**config.mk**
```make
export PLATFORM = sky130hd
export DESIGN_NAME = hello_rom
export DESIGN_NICKNAME = d
export VERILOG_FILES = /design/src/rtl/hello_checker_pkg.sv /design/src/rtl/hello_rom.sv
export SDC_FILE = /design/constraint.sdc
export NUM_CORES = 1
export LEC_CHECK = 0
export ABC_AREA = 0
export BUFFER_PORTS_ARGS = -buffer_cell sky130_fd_sc_hd__buf_2
export CAP_MARGIN = 10
export CELL_PAD_IN_SITES_DETAIL_PLACEMENT = 0
export CELL_PAD_IN_SITES_GLOBAL_PLACEMENT = 1
export CORE_AREA = 2 2 39 41
export DETAILED_ROUTE_END_ITERATION = 7
export DIE_AREA = 0 0 41 43
export PLACE_DENSITY = 0.59
export SLEW_MARGIN = 0
export SYNTH_ARGS = -nofsm -noshare
export SYNTH_HDL_FRONTEND = slang
export SYNTH_SLANG_ARGS = --single-unit
```
**constraint.sdc**
```tcl
create_clock -name vclk -period 0.8
set_input_delay 0.08 -clock vclk [all_inputs]
set_output_delay 0.08 -clock vclk [all_outputs]
set_load 0.01 [all_outputs]
```
**src/rtl/hello_checker_pkg.sv**
```systemverilog
// -----------------------------------------------------------------------------
// hello_checker_pkg
// Shared constants for the "Hello World!" generator / checker pair. The
// transmit and receive sides both import this package, so they always agree
// on the string contents and the index width.
// -----------------------------------------------------------------------------
package hello_checker_pkg;

  // Number of characters in the string and width of the position index.
  localparam int HELLO_LEN = 12;
  localparam int IDX_W     = 4;

  // Same length as an index-width value, for width-clean comparisons.
  localparam logic [IDX_W-1:0] HELLO_LEN_IDX = 4'd12;
  localparam logic [IDX_W-1:0] HELLO_LAST    = 4'd11;

  // Characters that carry special meaning for the checker.
  localparam logic [7:0] CHAR_H    = 8'd72;  // 'H' starts a string
  localparam logic [7:0] CHAR_BANG = 8'd33;  // '!' ends a string

  // "Hello World!" as ASCII codes, position 0 first.
  localparam logic [7:0] HELLO_CHARS [HELLO_LEN] = '{
    8'd72,  8'd101, 8'd108, 8'd108, 8'd111, 8'd32,
    8'd87,  8'd111, 8'd114, 8'd108, 8'd100, 8'd33
  };

  // String position type shared by generator and checker.
  typedef logic [IDX_W-1:0] hello_idx_t;

endpackage

```
**src/rtl/hello_rom.sv**
```systemverilog
// -----------------------------------------------------------------------------
// hello_rom
// Combinational lookup of the expected character at a string position.
// Positions beyond the end of the string return 0, a code that never appears
// in the string.
//
// Ports:
//   index  in   IDX_W  string position
//   letter out  8      ASCII code expected at that position (0 if out of range)
// -----------------------------------------------------------------------------
module hello_rom
  import hello_checker_pkg::*;
(
  input  logic [IDX_W-1:0] index,
  output logic [7:0]       letter
);

  // Table lookup with an explicit out-of-range value.
  always_comb begin
    letter = 8'd0;
    if (index < HELLO_LEN_IDX) begin
      letter = HELLO_CHARS[index];
    end else begin
      letter = 8'd0;
    end
  end

endmodule

```
==> impl_metrics.csv, run 1 <==
group,metric,value,unit
run_status,outcome,"finished with violations",
sta,rsz0062_at_grt,"yes",
global_route,antenna_found_initial,0,
sta,setup_ws,-0.110,ns
worst_setup_path,critPathCaptureType,"output port",
sta,fin_crit,0.910,ns
floorplan,die_w,41,um
drt,postRouteAntennaNets,0,
floorplan,die_area,1760,um^2
power_and_ir_drop,power_switching,125,uW
cells_and_area,fill_cells,152,
cells_and_area,diodes,0,
worst_setup_path,cp_max_fo,4,
floorplan,ioPinCount,12,
cells_and_area,drive_gt1_share,81.6,%
sta,period_share,114,%
cells_and_area,design_area,526,um^2
floorplan,row_count,14,
worst_setup_path,cp_data_required_time,0.72,ns
cells_and_area,seq_cells,0,
cells_and_area,layout.cells.non_filler,65,
cells_and_area,nClkBuffers,0,
logic_synthesis,yosysUniqueCellTypes,16,
sta,fin_setup_tns,-0.622,ns
power_and_ir_drop,sw_frac_of_total,46.1,%
power_and_ir_drop,clockPowerShare,0,%
min_path,min_to,"letter[5]",
min_path,hold_class,"primary input to output port",
power_and_ir_drop,cellLeakagePower,0.228,nW
min_path,hp-start,"index[3]",
drt,vias_per_cell,3.97,
drt,drt_iter0_drc,2,
worst_setup_path,arrival,0.83,ns
global_route,grt_pass1_wl,1070,um
power_and_ir_drop,pwr-share-comb,100.0,%
power_and_ir_drop,sequentialPowerShare,0,%
power_and_ir_drop,power_density,517,nW/um^2
sta,finalSetupViolCount,7,
logic_synthesis,ys_warn_count,0,
floorplan,core,1380,um^2
sta,hold_viol,0,
placement,dp.cells,63,
sta,final_max_slew_viol_count,0,
worst_setup_path,crit_type,"primary input to output port",
cells_and_area,multi_input_area,310,um^2
logic_synthesis,seq_area_frac_synth,0,%
global_route,overflow,0,
placement,gp_congestion,0.712,
global_route,grt_pass1_vias,247,
placement,place_ws,-0.245,ns
cells_and_area,utilization,38.0,%
worst_setup_path,startpoint_type,"primary input",
power_and_ir_drop,finalPower,272,uW
drt,drt_wl_total,630,um
drt,drt_pass1_iterations,3,
cells_and_area,nets,62,
min_path,worstHoldPathCells,4,
power_and_ir_drop,p_int,147,uW
logic_synthesis,synth_area_per_cell,7.43,um^2
drt,wl_per_cell,9.69,um
drt,vias,258,
cells_and_area,seqCellArea,0,um^2
placement,io_buffers,11,
logic_synthesis,synth_area,230,um^2
global_route,grt_start_max_net_pins,7,
cells_and_area,syn_to_final_growth,128,%
power_and_ir_drop,ir_worst_vdd,0.145,mV
floorplan,start_util,16.6,%
sta,hold-worst-slack,0.570,ns
sta,fmax,1100,MHz
logic_synthesis,synth_cells,31,
logic_synthesis,synth_nets,42,
drt,drcViolationCount,0,
run_status,violations,"setup timing",
floorplan,fp.dieH,43,um
run,drv_cap,0,
global_route,grt_util_all_layers,7.99,%
placement,place_area,339,um^2
-- cells by family after synthesis --
logic type	share of synthesized area, %
compound gates	21.7
simple gates	19.6
buf+inv	14.7
other cells	1.63
fa+ha+maj	38.0
mux	4.35
-- how the worst max path moves through the flow --
stage,start,end,slack [ns],cells past startpoint
6_report,index[0],letter[3],-0.11,6
5_1_grt,index[0],letter[2],-0.17,7
4_1_cts,index[1],letter[5],-0.12,6
3_5_place_dp,index[1],letter[6],-0.24,6
3_3_place_gp,index[0],letter[5],-0.23,6
2_1_floorplan,index[1],letter[0],0.02,4
-- cell type report --
class	count	area share (%)
Inverter	4	5.24
Multi-Input combinational cell	25	59.0
Tap cell	16	3.81
Timing Repair Buffer	20	31.9
-- worst max-delay path, cell delays in order --
cell	delay, ns
buf_12	0.12
buf_6	0.12
ha_4	0.15
a21oi_2	0.14
o22ai_2	0.08
buf_2	0.14
-- per-layer routing --
| metal | vias to the layer above | share of wire, % | wire length, um | track usage (%) |
|---|---|---|---|---|
| li1 | 135 | - | - | - |
| met1 | 116 | 33 | 207 | 9.49 |
| met2 | 7 | 61 | 384 | 15.6 |
| met3 | 0 | 6.0 | 38 | 0 |
| met4 | 0 | 0 | 0 | 0 |
| met5 | - | 0 | 0 | 0 |
-- Yosys cell counts (all sizes together) --
cell type | number | share of area, %
o22ai | 1 | 2.7
conb | 1 | 1.6
ha | 7 | 38
nand2b | 1 | 6.0
nor2 | 2 | 3.3
mux2i | 1 | 4.3
o21ai | 4 | 8.7
inv | 4 | 6.5
or2 | 2 | 5.4
nand3b | 1 | 3.3
o31a | 1 | 3.8
buf | 2 | 8.2
nand2 | 1 | 1.6
a21oi | 3 | 6.5
-- power groups by stage --
stage | registers, mW | clock network, mW | logic [mW]
floorplan | 0 | 0 | 0.0915
CTS | 0 | 0 | 0.240
finish | 0 | 0 | 0.272
global route | 0 | 0 | 0.301
detailed placement | 0 | 0 | 0.168
global placement | 0 | 0 | 0.166
-- layout by cell type, fill, tap and decap left out, drive strengths merged --
| cell type | synthesis | final |
|---|---|---|
| inv | 4 | 4 |
| nand2b | 1 | 1 |
| o22ai | 1 | 1 |
| mux2i | 1 | 1 |
| buf | 2 | 20 |
| ha | 7 | 7 |
| nand3b | 1 | 1 |
| o21ai | 4 | 4 |
| or2 | 2 | 2 |
| o31a | 1 | 1 |
| a21oi | 3 | 3 |
| conb | 1 | 1 |
| nand2 | 1 | 1 |
| nor2 | 2 | 2 |
-- repair_timing --
| action | CTS | global route |
|---|---|---|
| buffers inserted | 2 | 0 |
| setup endpoints to repair | 7 | 7 |
| gates resized for setup | 36 | 10 |
| hold buffers | 0 | 0 |
| pin swaps | 9 | 9 |
| gates cloned | 0 | 0 |
No activity file was read; power rests on OpenSTA's default activity.
==> inputs of run 2 (changes only) <==
Settings changed: BUFFER_PORTS_ARGS -buffer_cell sky130_fd_sc_hd__buf_2 to not set, DONT_BUFFER_PORTS set to 1, PLACE_DENSITY 0.59 to 0.48.
==> run 2 against run 1 <==
- routed wire length fell by 23%
- flip-flop and latch count did not move
- the run still ends with setup timing left
- highest routed layer unchanged
- clock-buffer cell count is the same
==> impl_metrics.csv, run 2 (same netlist as run 1, synthesis figures left out) <==
group,metric,value,unit
run_status,outcome,"finished with violations",
run_status,violations,"setup timing",
drt,wl_per_cell,10.3,um
drt,drcViolationCount,0,
clock_network,post_cts_buffers,0,
sta,period_share,100,%
placement,place_area,246,um^2
cells_and_area,final_common_cell,"ha_1",
sta,fmax,1240,MHz
global_route,overflow,0,
worst_setup_path,critPathCaptureType,"output port",
worst_setup_path,crit_start,"index[0]",
min_path,worstHoldPathCells,1,
power_and_ir_drop,finalPower,132,uW
sta,hold_viol,0,
cells_and_area,drive_gt1_share,51.6,%
worst_setup_path,crit_type,"primary input to output port",
cells_and_area,seqCellArea,0,um^2
drt,drt_pass1_iterations,1,
min_path,hp-start,"index[2]",
drt,vias,202,
power_and_ir_drop,ir_worst_vdd,0.0937,mV
drt,drt_iter0_drc,0,
floorplan,die_area,1760,um^2
cells_and_area,seq_cells,0,
global_route,grt_pass1_vias,184,
global_route,grt_start_max_net_pins,11,
floorplan,start_util,16.6,%
run,drv_cap,0,
placement,io_buffers,0,
cells_and_area,design_area,305,um^2
floorplan,fp.dieH,43,um
global_route,grt_pass1_wl,793,um
worst_setup_path,cp_max_fo,5,
placement,gp_congestion,0.631,
cells_and_area,nClkBuffers,0,
cells_and_area,syn_to_final_growth,32.6,%
drt,drt_wl_total,485,um
floorplan,core,1380,um^2
power_and_ir_drop,power_density,432,nW/um^2
sta,hold-worst-slack,0.218,ns
min_path,min_to,"letter[2]",
sta,finalSetupViolCount,1,
floorplan,ioPinCount,12,
floorplan,die_w,41,um
sta,setup_ws,-0.00348,ns
worst_setup_path,arrival,0.72,ns
placement,dp_hpwl,406,um
global_route,antenna_found_initial,0,
drt,vias_per_cell,4.30,
cells_and_area,diodes,0,
sta,final_max_slew_viol_count,0,
floorplan,row_count,14,
sta,fin_setup_tns,-0.00348,ns
drt,postRouteAntennaNets,0,
clock_network,ctsHoldBuffers,0,
power_and_ir_drop,cellLeakagePower,0.124,nW
sta,rsz0062_at_grt,"yes",
min_path,hold_class,"primary input to output port",
cells_and_area,nets,44,
sta,fin_crit,0.803,ns
global_route,grt_util_all_layers,5.89,%
worst_setup_path,startpoint_type,"primary input",
cells_and_area,utilization,22.1,%
worst_setup_path,cp_data_required_time,0.72,ns
==> run 2: layout make-up <==
type / count / area [um^2]
tap: 16 / 20.0
fill: 159 / 1080
inverter: 4 / 21.3
multi-input combinational: 25 / 249
timing repair buffer: 2 / 15.0
==> run 2: critical path: stages <==
cell,delay (ns)
clkinvlp_4,0.10
ha_4,0.27
o22ai_2,0.14
buf_4,0.14
==> run 2: worst max path at each step <==
| stage | endpoint | slack, ns | cells past startpoint |
|---|---|---|---|
| final | letter[3] | -0.003 | 4 |
| after global routing | letter[3] | -0.04 | 4 |
| after CTS | letter[3] | 0.005 | 4 |
| after detailed placement | letter[3] | -0.08 | 6 |
| after global placement | letter[3] | -0.06 | 6 |
| after floorplan | letter[0] | 0.02 | 4 |
==> run 2: layer usage <==
layer	track usage [%]	share of wire (%)	vias up
li1	-	-	99
met5	0	0	-
met1	8.23	42	96
met2	9.38	48	7
met3	1.57	10	0
met4	0	0	0
==> run 2: stage by stage <==
stage | setup WS, ns | std cells
global placement | -0.0594 | 47
CTS | 0.00452 | 47
global route | -0.0353 | 47
detailed placement | -0.0800 | 47
finish | -0.00348 | 47
floorplan | 0.0213 | 31
==> run 2: timing repair <==
| action | in CTS | in global routing |
|---|---|---|
| gates resized for setup | 10 | 7 |
| setup endpoints to repair | 6 | 6 |
| pin swaps | 3 | 3 |
==> run 2: report_power, final <==
group          internal, mW  switching (mW)  total, mW
Sequential                0               0          0
Clock                     0               0          0
Combinational        0.0632          0.0688      0.132
==> inputs of run 3 (changes only) <==
Settings changed: CELL_PAD_IN_SITES_DETAIL_PLACEMENT 0 to not set, CELL_PAD_IN_SITES_GLOBAL_PLACEMENT 1 to not set, PLACE_DENSITY 0.48 to 0.39.
==> run 3 against run 2 <==
- the flow still finishes with violations (setup timing)
- flip-flop and latch count stayed put
- cell count stayed put
- non-clock buffer count stayed put
- utilization is 1.5 points lower
- fmax is 0.36% higher
- hold slack better by 0.0054 ns
- worst setup slack better by 0.0029 ns
- total power is 7.8% lower
- combinational power is 8% lower
- critical path type unchanged
- critical endpoint unchanged
- largest power group unchanged
==> impl_metrics.csv, run 3 (same netlist as run 1, synthesis figures left out) <==
group,metric,value,unit
floorplan,row_count,14,
cells_and_area,final_cell_mix,"ha_1, inv_1",
sta,finalSetupViolCount,1,
placement,place_area,246,um^2
run_status,violations,"setup timing",
drt,drt_pass1_iterations,2,
sta,final_max_slew_viol_count,0,
placement,gp_congestion,0.636,
global_route,grt_pass1_vias,154,
sta,setup_ws,-0.000600,ns
global_route,antenna_found_initial,0,
clock_network,ctsHoldBuffers,0,
drt,drt_iter0_drc,1,
power_and_ir_drop,power_density,429,nW/um^2
sta,fin_setup_tns,-0.000600,ns
cells_and_area,utilization,20.5,%
power_and_ir_drop,clockPowerShare,0,%
cells_and_area,nets,44,
cells_and_area,seq_cells,0,
power_and_ir_drop,cellLeakagePower,0.132,nW
power_and_ir_drop,ir_worst_vdd,0.0824,mV
global_route,grt_pass1_wl,690,um
worst_setup_path,crit_type,"primary input to output port",
power_and_ir_drop,power_switching,65.5,uW
drt,vias,194,
placement,dp_hpwl,398,um
power_and_ir_drop,sequentialPowerShare,0,%
power_and_ir_drop,pwr-share-comb,100.0,%
cells_and_area,nClkBuffers,0,
drt,drt_wl_total,479,um
floorplan,ioPinCount,12,
sta,fin_crit,0.801,ns
global_route,overflow,0,
worst_setup_path,startpoint_type,"primary input",
worst_setup_path,critPathCaptureType,"output port",
power_and_ir_drop,finalPower,122,uW
worst_setup_path,cp_data_required_time,0.72,ns
sta,hold_viol,0,
cells_and_area,final_common_cell,"ha_1",
worst_setup_path,arrival,0.72,ns
global_route,grt_start_max_net_pins,11,
cells_and_area,diodes,0,
cells_and_area,design_area,284,um^2
worst_setup_path,cp_max_fo,5,
drt,vias_per_cell,4.13,
floorplan,die_area,1760,um^2
power_and_ir_drop,p_int,56.3,uW
global_route,grt_util_all_layers,5.19,%
run,drv_cap,0,
drt,drcViolationCount,0,
cells_and_area,layout.cells.non_filler,47,
clock_network,post_cts_buffers,0,
floorplan,die_w,41,um
placement,io_buffers,0,
min_path,hold_class,"primary input to output port",
placement,dp.cells,47,
cells_and_area,drive_gt1_share,38.7,%
cells_and_area,seqCellArea,0,um^2
floorplan,core,1380,um^2
power_and_ir_drop,sw_frac_of_total,53.8,%
sta,period_share,100,%
floorplan,start_util,16.6,%
drt,wl_per_cell,10.2,um
sta,fmax,1250,MHz
cells_and_area,syn_to_final_growth,23.4,%
drt,postRouteAntennaNets,0,
run_status,outcome,"finished with violations",
sta,rsz0062_at_grt,"yes",
floorplan,fp.dieH,43,um
[run 3: cell count changes in the layout (fill, tap and decap cells not counted), sizes merged]
cell,previous run,this run
inv,3,4
clkinvlp,1,0
[run 3: power groups by stage]
stage	sequential [mW]	clock [mW]	combinational, mW
2_1_floorplan	0	0	0.0915
3_3_place_gp	0	0	0.103
3_5_place_dp	0	0	0.101
4_1_cts	0	0	0.108
5_1_grt	0	0	0.135
6_report	0	0	0.122
[run 3: path summary, 6_finish.rpt]
path                      from   endpoint  cells after the start
worst max-delay path  index[0]  letter[3]                      3
worst min-delay path  index[2]  letter[2]                      1
[run 3: what timing repair did]
item | 4_1_cts | 5_1_grt
resized for setup | 6 | 7
setup endpoints to repair | 5 | 5
pin swaps | 1 | 0
[run 3: per-layer routing]
metal	track usage, %	wire [um]	up-vias
met5	0	0	-
met1	5.06	187	88
li1	-	-	102
met3	1.05	26	0
met2	10.6	265	4
met4	0	0	0
[run 3: per-stage QoR]
step	hold WS [ns]	worst slack, ns
after floorplan	0.240	0.0213
after global placement	0.252	-0.101
after detailed placement	0.252	-0.116
after CTS	0.224	-0.00746
after global routing	0.224	-0.0277
final	0.223	-0.000600
[run 3: worst max-delay path: stages]
cell and delay (ns):
inv_1 0.05, ha_1 0.34, o22ai_2 0.25
[run 3: final cells by class]
| class | instances | area [um^2] |
|---|---|---|
| fillers | 159 | 1100 |
| inverters | 4 | 17.5 |
| multi-input cells | 25 | 231 |
| well taps | 16 | 20.0 |
| repair buffers | 2 | 15.0 |
